File: config.mk
export PLATFORM = sky130hd
export DESIGN_NAME = wb_boot_copier_flat
export DESIGN_NICKNAME = d
export VERILOG_FILES = /design/src/rtl/wb_boot_copier_pkg.sv /design/src/rtl/wb_boot_copier_if.sv /design/src/rtl/wb_boot_copier.sv /design/src/flat_wrapper.sv
export SDC_FILE = /design/constraint.sdc
export NUM_CORES = 1
export LEC_CHECK = 0
export ABC_AREA = 0
export BUFFER_PORTS_ARGS = -buffer_cell sky130_fd_sc_hd__buf_2
export CAP_MARGIN = 30
export CORE_ASPECT_RATIO = 0.9
export CORE_MARGIN = 4
export CORE_UTILIZATION = 34
export CTS_BUF_LIST = sky130_fd_sc_hd__clkbuf_2
export DETAILED_ROUTE_END_ITERATION = 7
export SYNTH_ARGS = -nofsm -noshare
export SYNTH_HDL_FRONTEND = slang
export SYNTH_SLANG_ARGS = --single-unit
File: constraint.sdc
create_clock -name sys_clk -period 2.2 [get_ports sys_clk]
set_input_delay 0.11 -clock sys_clk [delete_from_list [all_inputs] [get_ports sys_clk]]
set_output_delay 0.11 -clock sys_clk [all_outputs]
set_load 0.05 [all_outputs]
File: src/rtl/wb_boot_copier_pkg.sv
// Shared definitions for the Wishbone boot copier.
//   state_e    : copier state machine encoding
//   WB_SEL_ALL : byte-select value for full 32-bit word transfers
//   idx_width  : width of the word counter for a given copy length in bytes
package wb_boot_copier_pkg;

  typedef enum logic [2:0] {
    IDLE,
    RD_REQ,
    RD_GAP,
    WR_REQ,
    WR_GAP,
    DONE,
    FAULT
  } state_e;

  localparam logic [3:0] WB_SEL_ALL = 4'hF;

  // One spare bit above what LENGTH/4 words strictly need.
  function automatic int idx_width(input int length_bytes);
    return $clog2(length_bytes / 4) + 1;
  endfunction

endpackage

File: src/rtl/wb_boot_copier_if.sv


interface wb_boot_copier_if #(
  parameter int ADDR_WIDTH = 32
) ();

  logic                  cyc;
  logic                  stb;
  logic                  we;
  logic [3:0]            sel;
  logic [ADDR_WIDTH-1:0] adr;
  logic [31:0]           mosi;
  logic [31:0]           miso;
  logic                  ack;
  logic                  err;

  modport master (
    output cyc, stb, we, sel, adr, mosi,
    input  miso, ack, err
  );

  modport slave (
    input  cyc, stb, we, sel, adr, mosi,
    output miso, ack, err
  );

endinterface

File: src/rtl/wb_boot_copier.sv
// Wishbone classic master that copies LENGTH bytes, one 32-bit word at a time,
// from SRC_BASE (boot ROM) to DST_BASE (RAM). The CPU is held in reset by SoC
// glue until done rises.
//
// Ports:
//   sys_clk, sys_rst : clock, synchronous active-high reset
//   start            : pulse; starts a copy from IDLE, DONE or FAULT
//   busy             : copy in progress
//   done             : last copy completed; held until next start/reset
//   fault            : last copy aborted; held until next start/reset
//   fault_adr        : byte address of the failing transfer
//   wb               : Wishbone master port (cyc/stb/we/sel/adr/mosi/miso/ack/err)
//
// Optional build macro WB_BOOT_COPIER_TIMEOUT_EN: abort a transfer with a fault
// when neither ack nor err arrives within TIMEOUT_CYCLES cycles. Without it the
// copier waits indefinitely.
module wb_boot_copier
  import wb_boot_copier_pkg::*;
#(
  parameter int          ADDR_WIDTH     = 32,
  parameter logic [31:0] SRC_BASE       = 32'h0000_0000,
  parameter logic [31:0] DST_BASE       = 32'h1000_0000,
  parameter int          LENGTH         = 16384,
  parameter int          TIMEOUT_CYCLES = 255
) (
  input  logic                  sys_clk,
  input  logic                  sys_rst,
  input  logic                  start,
  output logic                  busy,
  output logic                  done,
  output logic                  fault,
  output logic [ADDR_WIDTH-1:0] fault_adr,
  wb_boot_copier_if.master      wb
);

  localparam int             WORDS    = LENGTH / 4;
  localparam int             IDX_W    = idx_width(LENGTH);
  localparam logic [IDX_W-1:0] LAST_IDX = IDX_W'(WORDS - 1);

  // Elaboration-time parameter sanity checks.
  if ((SRC_BASE[1:0] != 2'b00) || (DST_BASE[1:0] != 2'b00)) begin : g_bad_align
    $error("wb_boot_copier: SRC_BASE and DST_BASE must be 4-byte aligned");
  end
  if ((LENGTH < 4) || ((LENGTH % 4) != 0)) begin : g_bad_length
    $error("wb_boot_copier: LENGTH must be a non-zero multiple of 4");
  end
  if (TIMEOUT_CYCLES < 1) begin : g_bad_timeout
    $error("wb_boot_copier: TIMEOUT_CYCLES must be at least 1");
  end

  // Byte address of word i within a region, truncated to the bus width.
  function automatic logic [ADDR_WIDTH-1:0] word_adr(input logic [31:0]      base,
                                                    input logic [IDX_W-1:0] i);
    return ADDR_WIDTH'(base) + ADDR_WIDTH'({i, 2'b00});
  endfunction

  state_e                state;
  logic [IDX_W-1:0]      idx;
  logic [IDX_W-1:0]      idx_nxt;
  logic [31:0]           data_q;
  logic                  cyc_r;
  logic                  stb_r;
  logic                  we_r;
  logic [ADDR_WIDTH-1:0] adr_r;
  logic [31:0]           mosi_r;
  logic                  timed_out;

  assign idx_nxt = idx + IDX_W'(1);

  assign wb.cyc  = cyc_r;
  assign wb.stb  = stb_r;
  assign wb.we   = we_r;
  assign wb.sel  = WB_SEL_ALL;
  assign wb.adr  = adr_r;
  assign wb.mosi = mosi_r;

`ifdef WB_BOOT_COPIER_TIMEOUT_EN
  localparam int TO_W = $clog2(TIMEOUT_CYCLES + 1);
  logic [TO_W-1:0] wait_cnt;

  // wait_cnt counts completed cycles of the current request, so the check on
  // TIMEOUT_CYCLES-1 aborts on the edge ending the TIMEOUT_CYCLES-th cycle.
  assign timed_out = (wait_cnt == TO_W'(TIMEOUT_CYCLES - 1));
`else
  assign timed_out = 1'b0;
`endif

  // Read data holding register; only meaningful once a read has acked.
  always_ff @(posedge sys_clk) begin
    if ((state == RD_REQ) && wb.ack && !wb.err) begin
      data_q <= wb.miso;
    end
  end

  always_ff @(posedge sys_clk) begin
    if (sys_rst) begin
      state     <= IDLE;
      idx       <= '0;
      busy      <= 1'b0;
      done      <= 1'b0;
      fault     <= 1'b0;
      fault_adr <= '0;
      cyc_r     <= 1'b0;
      stb_r     <= 1'b0;
      we_r      <= 1'b0;
      adr_r     <= '0;
      mosi_r    <= '0;
`ifdef WB_BOOT_COPIER_TIMEOUT_EN
      wait_cnt  <= '0;
`endif
    end else begin
`ifdef WB_BOOT_COPIER_TIMEOUT_EN
      if ((state == RD_REQ) || (state == WR_REQ)) begin
        wait_cnt <= wait_cnt + TO_W'(1);
      end
`endif
      unique case (state)
        IDLE, DONE, FAULT: begin
          if (start) begin
            state <= RD_REQ;
            idx   <= '0;
            busy  <= 1'b1;
            done  <= 1'b0;
            fault <= 1'b0;
            cyc_r <= 1'b1;
            stb_r <= 1'b1;
            we_r  <= 1'b0;
            adr_r <= word_adr(SRC_BASE, '0);
`ifdef WB_BOOT_COPIER_TIMEOUT_EN
            wait_cnt <= '0;
`endif
          end
        end

        RD_REQ, WR_REQ: begin
          // err has priority over a simultaneous ack.
          if (wb.err || (!wb.ack && timed_out)) begin
            state     <= FAULT;
            busy      <= 1'b0;
            fault     <= 1'b1;
            fault_adr <= adr_r;
            cyc_r     <= 1'b0;
            stb_r     <= 1'b0;
            we_r      <= 1'b0;
          end else if (wb.ack) begin
            state <= (state == RD_REQ) ? RD_GAP : WR_GAP;
            cyc_r <= 1'b0;
            stb_r <= 1'b0;
            we_r  <= 1'b0;
          end
        end

        // Slaves hold ack while stb stays high, so stb must drop for one
        // cycle between every pair of transfers.
        RD_GAP: begin
          state  <= WR_REQ;
          cyc_r  <= 1'b1;
          stb_r  <= 1'b1;
          we_r   <= 1'b1;
          adr_r  <= word_adr(DST_BASE, idx);
          mosi_r <= data_q;
`ifdef WB_BOOT_COPIER_TIMEOUT_EN
          wait_cnt <= '0;
`endif
        end

        WR_GAP: begin
          if (idx == LAST_IDX) begin
            state <= DONE;
            busy  <= 1'b0;
            done  <= 1'b1;
          end else begin
            state <= RD_REQ;
            idx   <= idx_nxt;
            cyc_r <= 1'b1;
            stb_r <= 1'b1;
            we_r  <= 1'b0;
            adr_r <= word_adr(SRC_BASE, idx_nxt);
`ifdef WB_BOOT_COPIER_TIMEOUT_EN
            wait_cnt <= '0;
`endif
          end
        end

        default: begin
          state <= IDLE;
          busy  <= 1'b0;
          cyc_r <= 1'b0;
          stb_r <= 1'b0;
          we_r  <= 1'b0;
        end
      endcase
    end
  end

endmodule

File: src/flat_wrapper.sv
// flat-port wrapper written by rule: the top's interface ports become plain ports
module wb_boot_copier_flat import wb_boot_copier_pkg::*;
#(
  parameter int          ADDR_WIDTH     = 32,
  parameter logic [31:0] SRC_BASE       = 32'h0000_0000,
  parameter logic [31:0] DST_BASE       = 32'h1000_0000,
  parameter int          LENGTH         = 16384,
  parameter int          TIMEOUT_CYCLES = 255
)
  (sys_clk, sys_rst, start, busy, done, fault, fault_adr, wb_cyc, wb_stb, wb_we, wb_sel, wb_adr, wb_mosi, wb_miso, wb_ack, wb_err);
  wb_boot_copier_if #(.ADDR_WIDTH(ADDR_WIDTH)) wb_i ();
  input  logic sys_clk;
  input  logic sys_rst;
  input  logic start;
  output logic busy;
  output logic done;
  output logic fault;
  output logic [ADDR_WIDTH-1:0] fault_adr;
  output wire logic [$bits(wb_i.cyc)-1:0] wb_cyc;
  output wire logic [$bits(wb_i.stb)-1:0] wb_stb;
  output wire logic [$bits(wb_i.we)-1:0] wb_we;
  output wire logic [$bits(wb_i.sel)-1:0] wb_sel;
  output wire logic [$bits(wb_i.adr)-1:0] wb_adr;
  output wire logic [$bits(wb_i.mosi)-1:0] wb_mosi;
  input wire logic [$bits(wb_i.miso)-1:0] wb_miso;
  input wire logic [$bits(wb_i.ack)-1:0] wb_ack;
  input wire logic [$bits(wb_i.err)-1:0] wb_err;
  assign wb_cyc = wb_i.cyc;
  assign wb_stb = wb_i.stb;
  assign wb_we = wb_i.we;
  assign wb_sel = wb_i.sel;
  assign wb_adr = wb_i.adr;
  assign wb_mosi = wb_i.mosi;
  assign wb_i.miso = wb_miso;
  assign wb_i.ack = wb_ack;
  assign wb_i.err = wb_err;
  wb_boot_copier #(.ADDR_WIDTH(ADDR_WIDTH), .SRC_BASE(SRC_BASE), .DST_BASE(DST_BASE), .LENGTH(LENGTH), .TIMEOUT_CYCLES(TIMEOUT_CYCLES)) u_core (.sys_clk(sys_clk), .sys_rst(sys_rst), .start(start), .busy(busy), .done(done), .fault(fault), .fault_adr(fault_adr), .wb(wb_i));
endmodule
Yosys cells after proc, flatten, opt, wreduce, memory -nomap -nowiden
Cells that the tools add are included.

cells by class
  $add $sub $neg = 2
  equality and inequality tests = 12
  muxes and demuxes = 27
  bitwise gates (word level) = 1
  reductions and logical operators = 17

operators by type and width
  operator                                                           number
  32-bit one-hot mux with 3 select lines                             1
  32-bit 2-to-1 mux                                                  2
  29-bit by 15-bit adder with 30-bit output, first input constant    1
  13-bit 2-to-1 mux                                                  2
  13-bit one-hot mux with 2 select lines                             1
  3-bit 2-to-1 mux                                                   5
  3-bit AND reduction                                                5
  13-bit by 1-bit adder with 13-bit output, second input constant    1
  13-bit by 12-bit == test with 1-bit output, second input constant  1
  1-bit one-hot mux with 4 select lines                              3
  3-bit one-hot mux with 4 select lines                              1
  1-bit 2-to-1 mux                                                   10
  3-bit == test, second input constant                               3
  3-bit by 2-bit == test with 1-bit output, second input constant    2
  2-bit != test, second input constant                               3
  1-bit one-hot mux with 2 select lines                              2
  2-bit AND reduction                                                2
  4-bit AND reduction                                                1
  2-bit nonzero test                                                 2
  3-bit by 1-bit == test with 1-bit output, second input constant    1
  3-bit zero test                                                    1
  3-bit != test, second input constant                               1
  3-bit nonzero test                                                 1
  3-bit OR reduction                                                 1
  other kinds (5)                                                    6

word-level totals
  register bits = 149
  input bits = 37
  output and inout port bits = 106
  logic and storage cells = 70

Longest topological paths before layout
Gate-level depths: netlist of the first run.

  depth in word-level cells = 5
  depth in mapped cells = 8
  depth with buffers taken out = 6

Worst setup path after synthesis of the first run
OpenSTA, ideal clock, no wires.

  path type = reg2reg
  start point = reg u_core.state[1]
  end point = reg u_core.data_q[0] (enable)
  library setup time = 0.392 ns
  arrival = 1.444 ns
  required time = 1.808 ns
  path slack = 0.363 ns
  stages on the path, launching flop included = 4
  path buffers = 1
  clock period less this slack = 1.837 ns
  cell sequence = dfxtp_1 buf_4 nor2_1 and3_1

on the way
  word-level cells in the longest chain between the ends = 3

ends and longest elaborated chain
  what                                      line                   text
  from (decl)                               wb_boot_copier.sv:57   state_e state;
  from (signal assigned)                    wb_boot_copier.sv:146  state <= (state == RD_REQ) ? RD_GAP : WR_GAP;
  3-bit by 1-bit == test with 1-bit output  wb_boot_copier.sv:90   if ((state == RD_REQ) && wb.ack && !wb.err) begin
  1-bit logical AND (2 in series)           wb_boot_copier.sv:90
  to (signal assigned)                      wb_boot_copier.sv:91   data_q <= wb.miso;
  to (decl)                                 wb_boot_copier.sv:60   logic [31:0] data_q;

No other way between the ends.
A chain may end at the register's enable or synchronous reset.

Worst setup path after layout of the first run
  start point = reg u_core.idx[0]
  end point = reg u_core.adr_r[4] (netlist: u_core.wb.adr[4])

on the way
  word-level cells in the longest chain between the ends = 3
  elaborated cells on any way between the ends = 7
  classes of those cells = add/sub: 2; eq/ne: 2; mux: 2; reduce/logical: 1

ends and longest elaborated chain
  what                                                                                               line                   text
  from (decl)                                                                                        wb_boot_copier.sv:58   logic [IDX_W-1:0] idx;
  from (signal assigned)                                                                             wb_boot_copier.sv:174  idx <= idx_nxt;
  parallel branches: the longest is 3 deep, another holds 29-bit by 15-bit adder with 30-bit output  -
  to (signal assigned)                                                                               wb_boot_copier.sv:128  adr_r <= word_adr(SRC_BASE, '0);
  to (signal assigned)                                                                               wb_boot_copier.sv:160  adr_r <= word_adr(DST_BASE, idx);
  to (signal assigned)                                                                               wb_boot_copier.sv:178  adr_r <= word_adr(SRC_BASE, idx_nxt);
  to (decl)                                                                                          wb_boot_copier.sv:64   logic [ADDR_WIDTH-1:0] adr_r;

Parallel ways; which one is timed is not known. The select of a mux whose other input is x is not followed.

==> impl_metrics.yaml, run 1 <==
run_status:
  outcome: "finished, final reports clean"
power:
  p_sw_frac: 0.351
  power.share.sequential: 0.476
  switching_power_uw: 1720
  ir_worst_vdd_mv: 0.569
  power_density_mw_per_mm2: 839
  leakagePower_uw: 0.00239
  combinationalPowerShare: 0.214
  clock_power_share: 0.310
  power.internal_uw: 3180
drt:
  route.antenna.remaining_nets: 0
  detail_routed_via_count_per_cell: 4.59
  detailroute.wirelength.met3_um: 896
  wl_met2_mm: 4.85
  drt-pass1-iter-count: 4
  drc: 0
  drt_first_iter_violations: 194
  total_wirelength_mm: 10.9
  top_routing_layer_in_use: "met4"
  routedWlPerCell_um: 13.5
  routedLengthMet1_mm: 5.02
  routed-via-count: 3721
worst_setup_path:
  critPathSlowestCell: "dfxtp_1"
  crit_fanout: 23
  r2r-start: "u_core.idx[0]$_SDFFE_PP0P_"
  critPathRequiredTime_ns: 2.76
  crit_path_start: "u_core.idx[0]$_SDFFE_PP0P_"
  worstSetupPathType: "register to register"
  endpoint_kind: "register"
  cp.arrival_ns: 2.57
  crit_chain: "ha_1, and3_1, nand4_4, a21boi_4, buf_4, nand2b_1, a31oi_1"
  critical-path-max-stage-delay_ns: 0.47
  start_kind: "register"
cts:
  clock_latency_ns: 0.64
  cts-htree-levels: 4
  tritoncts: "done"
  clock_sinks: 113
  cts-root-buf: "clkbuf_2"
  cts_post_setup_buffers_inserted: 0
  clk_path_buf_depth: 2
  cts_buffers: 17
  clk_transition_reported_paths_ns: 0.20
grt:
  grt_pass1_vias: 3473
  gr-usage-all-layers: 0.139
  grt_max_degree: 33
  globalRouteOverflowTotal: 0
  grt_antenna_before_repair: 0
  grt_pass1_wl_mm: 17.6
floorplan:
  floorplan.io_pins: 143
  core.rowCount: 40
  fp.dieArea_mm2: 0.0157
  initial_utilization: 0.350
  floorplan.core_area_mm2: 0.0134
  floorplan.die.width_um: 132
  die_h_um: 119
job:
  maxcap_viol_count: 0
synth:
  synth_sequential_area_ratio: 0.551
  synth.avg_cell_area_um2: 9.49
  synth_enable_flop_cells: 32
  postSynthCellCount: 494
  syn-cell-area_mm2: 0.00469
  asyncSetResetFlopFracSynth: 0
  yosys-top-cells-area: "dfxtp_1, edfxtp_1, nand2_1"
  netlist.top_cell.by_area: "dfxtp_1"
  yosys_register_bits: 113
  synth-warning-count: 0
  synth_ff_type: "dfxtp_1"
  synth_largest_type_area_fraction: 0.346
  synthDistinctLibCells: 54
sta:
  grt_setup_unrepaired: "false"
  fin_crit_sh: 0.918
  final.setup_skew_ns: 0.0254
  timing.final.crit_period_ns: 2.02
  worstMarginPinSlew_ns: 0.586
  fin_hold_ws_ns: 0.154
  hold_viol: 0
  finalSetupViolCount: 0
  final.setup.tns_ns: 0
  slew_headroom: 0.609
  timing.fmax_ghz: 0.495
  drv_slew: 0
worst_hold_path:
  hp-class: "primary input to register"
  holdCritStartpoint: "wb_miso[10]"
placed_design:
  cell_area_placed_mm2: 0.00520
  buffers_added_on_ports: 102
  gpl.final_weighted_congestion: 0.811
  hpwl_mm: 7.25
layout:
  final_area_mm2: 0.00584
  drive_above_1_share: 0.254
  syn2layout_area_growth_pct: 24.4
  share_of_the_core_filled_with_cells_in_the_final_layout: 0.435
  finish.net_count: 668
  layout.cells.most_common: "nand2_1"
  commonest_non_fill_non_tap_cells_in_the_layout: "nand2_1, buf_2, dfxtp_1"
  diode_count: 0
-- per-stage QoR --
step	instances	power [µW]	setup slack [ns]
detailed placement	742	3370	0.219
finish	810	4890	0.181
CTS	810	4950	0.148
floorplan	532	3210	0.363
global placement	742	3360	0.304
global route	810	5150	0.0199
-- flip-flops by register name, summed over array words and instances (netlist names), 3 cells and up --
| register | count |
|---|---|
| u_core.wb.mosi | 32 |
| u_core.state | 3 |
| u_core.idx | 13 |
| u_core.data_q | 32 |
| u_core.wb.adr | 14 |
| u_core.fault_adr | 14 |
-- worst paths after layout --
path | endpoint | slack [ns] | depth (start not counted)
max | u_core.wb.adr[4]$_SDFFE_PP0P_ | 0.18 | 7
min | u_core.data_q[10]$_DFFE_PP_ | 0.15 | 2
max reg2reg | u_core.wb.adr[4]$_SDFFE_PP0P_ | 0.18 | 7
min reg2reg | u_core.fault_adr[7]$_SDFFE_PP0P_ | 0.46 | 2
-- synth_stat cells, drive strengths merged (3+ instances only) --
master,instances
or3,4
a31oi,4
and4,3
buf,56
nor2,25
a21oi,70
clkbuf,16
o21ai,14
nand3b,6
nand3,5
nand4,3
a311oi,7
nand2,112
or2,3
inv,4
and3,4
nand2b,9
edfxtp,32
dfxtp,81
xnor2,4
-- kinds of logic after synthesis --
family	Yosys count	share of synthesized area
AOI/OAI and AO/OA	110	0.140
adders and majority gates	1	0.00267
and+or+nand+nor	185	0.187
xor gates and xnor gates	5	0.00934
DFF	113	0.551
other	2	0.00160
muxes	1	0.00240
buffers and inverters	77	0.106
-- layer usage --
| layer | track usage | vias to the layer above |
|---|---|---|
| met5 | 0 | - |
| met4 | 0.0512 | 0 |
| met3 | 0.0519 | 12 |
| met2 | 0.207 | 145 |
| met1 | 0.185 | 1683 |
| li1 | - | 1881 |
-- cell type report --
type	instances	area (µm²)
clock buffer	17	85.1
clock inverter	14	180
fill	1293	7580
inverter	4	15.0
multi-input combinational	342	1760
sequential	113	2580
tap	168	210
timing repair buffer	152	1000
-- worst max-delay path, delay by kind of cell, from the launching register on --
kind / cells / cell delay, ns
AO/OA/AOI/OAI: 2 / 0.35
adder cells (fa/ha/maj): 1 / 0.22
buffers and inverters: 1 / 0.21
flip-flops: 1 / 0.47
AND/OR/NAND/NOR: 3 / 0.69
-- power by group through the flow --
stage	clock, µW	sequential, µW	combinational [µW]
final	1520	2330	1050
after floorplan	0	2620	590
after detailed placement	0	2370	999
after global routing	1680	2350	1130
after CTS	1570	2330	1050
after global placement	0	2370	986
-- timing repair --
action	4_1_cts	5_1_grt
setup endpoints to repair	0	2
hold buffers	37	0
hold endpoints to repair	66	0
gates resized for setup	0	1
No activity file was read; power rests on OpenSTA's default activity.
==> run 2: changes to the inputs <==
--- a/config.mk
+++ b/config.mk
@@ -13,6 +13,7 @@
 export CORE_UTILIZATION = 34
 export CTS_BUF_LIST = sky130_fd_sc_hd__clkbuf_2
 export DETAILED_ROUTE_END_ITERATION = 7
+export REMOVE_ABC_BUFFERS = 1
 export SYNTH_ARGS = -nofsm -noshare
 export SYNTH_HDL_FRONTEND = slang
 export SYNTH_SLANG_ARGS = --single-unit
==> run 2 against run 1 <==
Net effect: clock-buffer cell count did not move; non-clock buffer count fell by 4; hold slack got worse by 0.0056 ns; sequential power barely moved; clock skew fell by 0.0031 ns; sequential cell count did not move; die area did not move; critical endpoint unchanged.
==> impl_metrics.yaml, run 2 (synthesized netlist as in run 1, its figures left out) <==
drt:
  total_wirelength_mm: 11.1
  drt_first_iter_violations: 221
  detail_routed_via_count_per_cell: 4.75
  route.antenna.remaining_nets: 0
  drt-pass1-iter-count: 4
  routed-via-count: 3833
  drc: 0
  routedWlPerCell_um: 13.7
placed_design:
  gpl.final_weighted_congestion: 0.809
  hpwl_mm: 7.37
  buffers_added_on_ports: 102
  dpl.cell_count: 738
layout:
  diode_count: 0
  drive_above_1_share: 0.246
  multi_input_area_mm2: 0.00176
  commonest_non_fill_non_tap_cells_in_the_layout: "nand2_1, buf_2, dfxtp_1"
  area.sequential_mm2: 0.00258
  layout.cells.non_filler: 807
  layout.cells.most_common: "nand2_1"
  fillers: 1307
  syn2layout_area_growth_pct: 23.8
  finish.net_count: 664
power:
  power_density_mw_per_mm2: 846
  ir_worst_vdd_mv: 0.497
  leakagePower_uw: 0.00237
floorplan:
  core.rowCount: 40
  fp.dieArea_mm2: 0.0157
  floorplan.io_pins: 143
  floorplan.core_area_mm2: 0.0134
  initial_utilization: 0.350
  floorplan.die.width_um: 132
  die_h_um: 119
run_status:
  outcome: "finished, final reports clean"
worst_setup_path:
  crit_chain: "ha_1, and3_1, nand4_4, a21boi_4, buf_4, nand2b_1, a31oi_1"
  kind_of_cell_adding_the_most_delay_to_the_critical_path: "simple AND/OR/NAND/NOR gates"
  critical-path-max-stage-delay_ns: 0.45
  crit_path_start: "u_core.idx[0]$_SDFFE_PP0P_"
  cp.arrival_ns: 2.58
  endpoint_kind: "register"
  crit_fanout: 23
  r2r-start: "u_core.idx[0]$_SDFFE_PP0P_"
  crit_buf_inv: 1
  start_kind: "register"
  critPathRequiredTime_ns: 2.78
  critPathSlowestCell: "dfxtp_1"
  worstSetupPathType: "register to register"
job:
  maxcap_viol_count: 0
sta:
  fin_crit_sh: 0.909
  final.setup_skew_ns: 0.0223
  finalSetupViolCount: 0
  worstMarginPinSlew_ns: 0.603
  timing.final.crit_period_ns: 2.00
  grt_setup_unrepaired: "false"
  drv_slew: 0
  slew_headroom: 0.597
  timing.fmax_ghz: 0.500
  hold_viol: 0
  fin_hold_ws_ns: 0.149
cts:
  clk_transition_reported_paths_ns: 0.18
  tritoncts: "done"
  cts_buffers: 17
  cts-htree-levels: 4
  clock_latency_ns: 0.65
  clk_path_buf_depth: 2
  cts-root-buf: "clkbuf_2"
  clock_sinks: 113
grt:
  globalRouteOverflowTotal: 0
  grt_pass1_vias: 3748
  grt_antenna_before_repair: 0
  gr-usage-all-layers: 0.145
  grt_pass1_wl_mm: 18.2
  grt_max_degree: 34
worst_hold_path:
  hp-class: "primary input to register"
  holdCritStartpoint: "wb_miso[10]"
[run 2: cell count changes in the layout (fill, tap and decap cells not counted)]
cell       before  now
clkinv_4        5    2
dfxtp_1        80   79
inv_6           3    2
buf_12          2    1
buf_4          11    8
clkinv_1        0    4
dfxtp_2         1    2
bufinv_16       3    4
[run 2: where the power goes]
part / switching (µW) / internal, µW / leakage [µW]
combinational: 752 / 268 / 0.00127
sequential: 89.1 / 2250 / 0.000948
clock: 808 / 740 / 0.000155
total: 1650 / 3260 / 0.00237
[run 2: per-layer routing]
| metal | up-vias | track usage | share of wire |
|---|---|---|---|
| met4 | 0 | 0.0584 | 0.012 |
| met1 | 1790 | 0.167 | 0.43 |
| met3 | 12 | 0.0579 | 0.076 |
| met2 | 157 | 0.240 | 0.48 |
| li1 | 1874 | - | - |
| met5 | - | 0 | 0 |
[run 2: timing repair]
| item | CTS | global route |
|---|---|---|
| setup endpoints to repair | 0 | 3 |
| buffers inserted | 0 | 0 |
| endpoints found under the hold margin | 62 | 0 |
| resized for setup | 0 | 2 |
| hold buffers | 37 | 0 |
[run 2: path summary, 6_finish.rpt]
path | end | slack (ns) | cells after the start
setup / recovery | u_core.wb.adr[4]$_SDFFE_PP0P_ | 0.20 | 7
hold / removal | u_core.data_q[10]$_DFFE_PP_ | 0.15 | 2
setup reg to reg | u_core.wb.adr[4]$_SDFFE_PP0P_ | 0.20 | 7
hold reg to reg | u_core.fault_adr[3]$_SDFFE_PP0P_ | 0.46 | 2
[run 2: layout make-up]
type                       count  share of cell area
clock buffer                  17              0.0147
clock inverter                15              0.0328
inverter                       4             0.00259
multi-input combinational    342               0.303
sequential                   113               0.445
tap                          168              0.0362
timing repair buffer         148               0.166
[run 2: worst register-to-register path: stages, from the launching register on]
cell	delay (ns)
dfxtp_1	0.45
ha_1	0.23
and3_1	0.35
nand4_4	0.20
a21boi_4	0.19
buf_4	0.21
nand2b_1	0.17
a31oi_1	0.16
[run 2: through the flow]
step	worst slack [ns]	total power [µW]	instance area [µm²]	util	setup TNS [ns]
2_1_floorplan	-0.580	3080	4350	-	-12.05
3_3_place_gp	0.282	3340	5160	0.384	0
3_5_place_dp	0.186	3360	5160	0.384	0
4_1_cts	0.127	4980	5800	0.433	0
5_1_grt	0.0455	5170	5800	0.433	0
6_report	0.199	4910	5800	0.433	0
==> run 3: changes to the inputs <==
--- a/config.mk
+++ b/config.mk
@@ -13,6 +13,7 @@
 export CORE_UTILIZATION = 34
 export CTS_BUF_LIST = sky130_fd_sc_hd__clkbuf_2
 export DETAILED_ROUTE_END_ITERATION = 7
+export RECOVER_POWER = 25
 export REMOVE_ABC_BUFFERS = 1
 export SYNTH_ARGS = -nofsm -noshare
 export SYNTH_HDL_FRONTEND = slang
==> run 3 against run 2 <==
Net effect: core utilization fell by 0.21 points; sequential power is essentially flat; largest power group unchanged; final cell count did not move; maximum frequency rose by 0.41%; critical path depth is 1 lower; die area did not move; global-route usage did not move; clock-buffer cell count stayed put.
==> impl_metrics.yaml, run 3 (synthesized netlist as in run 1, its figures left out) <==
worst_setup_path:
  crit_chain: "nand2b_1, a21o_1, a21boi_4, buf_4, nor2_1, a311oi_1"
  start_kind: "register"
  r2r-start: "u_core.state[1]$_SDFFE_PP0P_"
  critical-path-max-stage-delay_ns: 0.70
  critPathRequiredTime_ns: 2.74
  endpoint_kind: "register"
  crit_fanout: 23
  worstSetupPathType: "register to register"
  cp.arrival_ns: 2.53
  crit_path_start: "u_core.state[1]$_SDFFE_PP0P_"
  critPathSlowestCell: "dfxtp_1"
power:
  total_power_uw: 4900
  power_density_mw_per_mm2: 849
  combinationalPowerShare: 0.207
  clock_power_share: 0.315
  p_sw_frac: 0.336
  switching_power_uw: 1650
  ir_worst_vdd_mv: 0.497
  power.internal_uw: 3250
  power.share.sequential: 0.477
  leakagePower_uw: 0.00228
placed_design:
  buffers_added_on_ports: 102
  gpl.final_weighted_congestion: 0.809
  cell_area_placed_mm2: 0.00516
  dp_worst_setup_slack_ns: 0.186
  hpwl_mm: 7.37
sta:
  drv_slew: 0
  finalSetupViolCount: 0
  worstMarginPinSlew_ns: 0.622
  timing.fmax_ghz: 0.502
  worst_slack_ns: 0.207
  fin_crit_sh: 0.906
  timing.final.crit_period_ns: 1.99
  slew_headroom: 0.587
  final.setup_skew_ns: 0.0202
  hold_viol: 0
  final.setup.tns_ns: 0
  grt_setup_unrepaired: "false"
layout:
  fillers: 1312
  diode_count: 0
  layout.cells.most_common: "nand2_1"
  final_area_mm2: 0.00578
  syn2layout_area_growth_pct: 23.2
  finish.net_count: 664
  drive_above_1_share: 0.210
  commonest_non_fill_non_tap_cells_in_the_layout: "nand2_1, buf_2, dfxtp_1"
  share_of_the_core_filled_with_cells_in_the_final_layout: 0.431
grt:
  grt_pass1_vias: 3748
  globalRouteOverflowTotal: 0
  grt_antenna_before_repair: 0
  grt_max_degree: 34
  grt_pass1_wl_mm: 18.2
  gr-usage-all-layers: 0.145
cts:
  cts_post_setup_buffers_inserted: 0
  clock_latency_ns: 0.64
  cts-root-buf: "clkbuf_2"
  cts_buffers: 17
  tritoncts: "done"
  clock_sinks: 113
  clk_path_buf_depth: 2
  clk_transition_reported_paths_ns: 0.18
  cts-htree-levels: 4
run_status:
  outcome: "finished, final reports clean"
drt:
  drt_first_iter_violations: 249
  routed-via-count: 3812
  detail_routed_via_count_per_cell: 4.72
  drt-pass1-iter-count: 4
  total_wirelength_mm: 11.1
  drc: 0
  routedWlPerCell_um: 13.8
  route.antenna.remaining_nets: 0
floorplan:
  floorplan.core_area_mm2: 0.0134
  core.rowCount: 40
  floorplan.die.width_um: 132
  fp.dieArea_mm2: 0.0157
  initial_utilization: 0.350
  die_h_um: 119
  floorplan.io_pins: 143
worst_hold_path:
  holdCritStartpoint: "wb_miso[11]"
  hp-class: "primary input to register"
job:
  maxcap_viol_count: 0
-- run 3: per-layer routing --
layer,share of wire,vias to the layer above,track usage
met4,0.0099,0,0.0584
met2,0.48,156,0.240
met1,0.43,1774,0.167
li1,-,1873,-
met5,0,-,0
met3,0.080,9,0.0579
-- run 3: repair_timing --
action | in CTS | in global routing
hold buffers | 37 | 0
endpoints found under the hold margin | 62 | 0
gates resized for setup | 0 | 2
setup endpoints to repair | 0 | 3
-- run 3: layout make-up --
type | count | area, µm² | area share
flip-flops and latches | 113 | 2580 | 0.448
multi-input cells | 342 | 1760 | 0.304
repair buffers | 148 | 932 | 0.161
well taps | 168 | 210 | 0.0364
clock inverters | 15 | 190 | 0.0329
clock buffers | 17 | 85.1 | 0.0147
inverters | 4 | 15.0 | 0.00260
-- run 3: per-stage QoR --
stage,std cells,hold WS [ns]
global route,807,0.0278
floorplan,459,0.178
finish,807,0.153
detailed placement,738,0.288
global placement,738,0.286
CTS,807,0.0385
-- run 3: final timing paths --
check	to	slack (ns)	cells past startpoint
max	u_core.wb.adr[13]$_SDFFE_PP0P_	0.21	6
min	u_core.data_q[11]$_DFFE_PP_	0.15	2
max reg2reg	u_core.wb.adr[13]$_SDFFE_PP0P_	0.21	6
min reg2reg	u_core.wb.mosi[20]$_SDFFE_PP0N_	0.46	2
-- run 3: critical path, delay by kind of cell (launching register included) --
kind / cells / cell delay, ns
buf+inv: 1 / 0.26
compound gates: 3 / 0.64
flops: 1 / 0.70
simple gates: 2 / 0.29
-- run 3: power by group through the flow --
stage / clock network (µW) / logic, µW / registers (µW)
finish: 1550 / 1020 / 2340
floorplan: 0 / 429 / 2650
global placement: 0 / 960 / 2380
detailed placement: 0 / 972 / 2380
global route: 1710 / 1090 / 2360
CTS: 1610 / 1030 / 2340
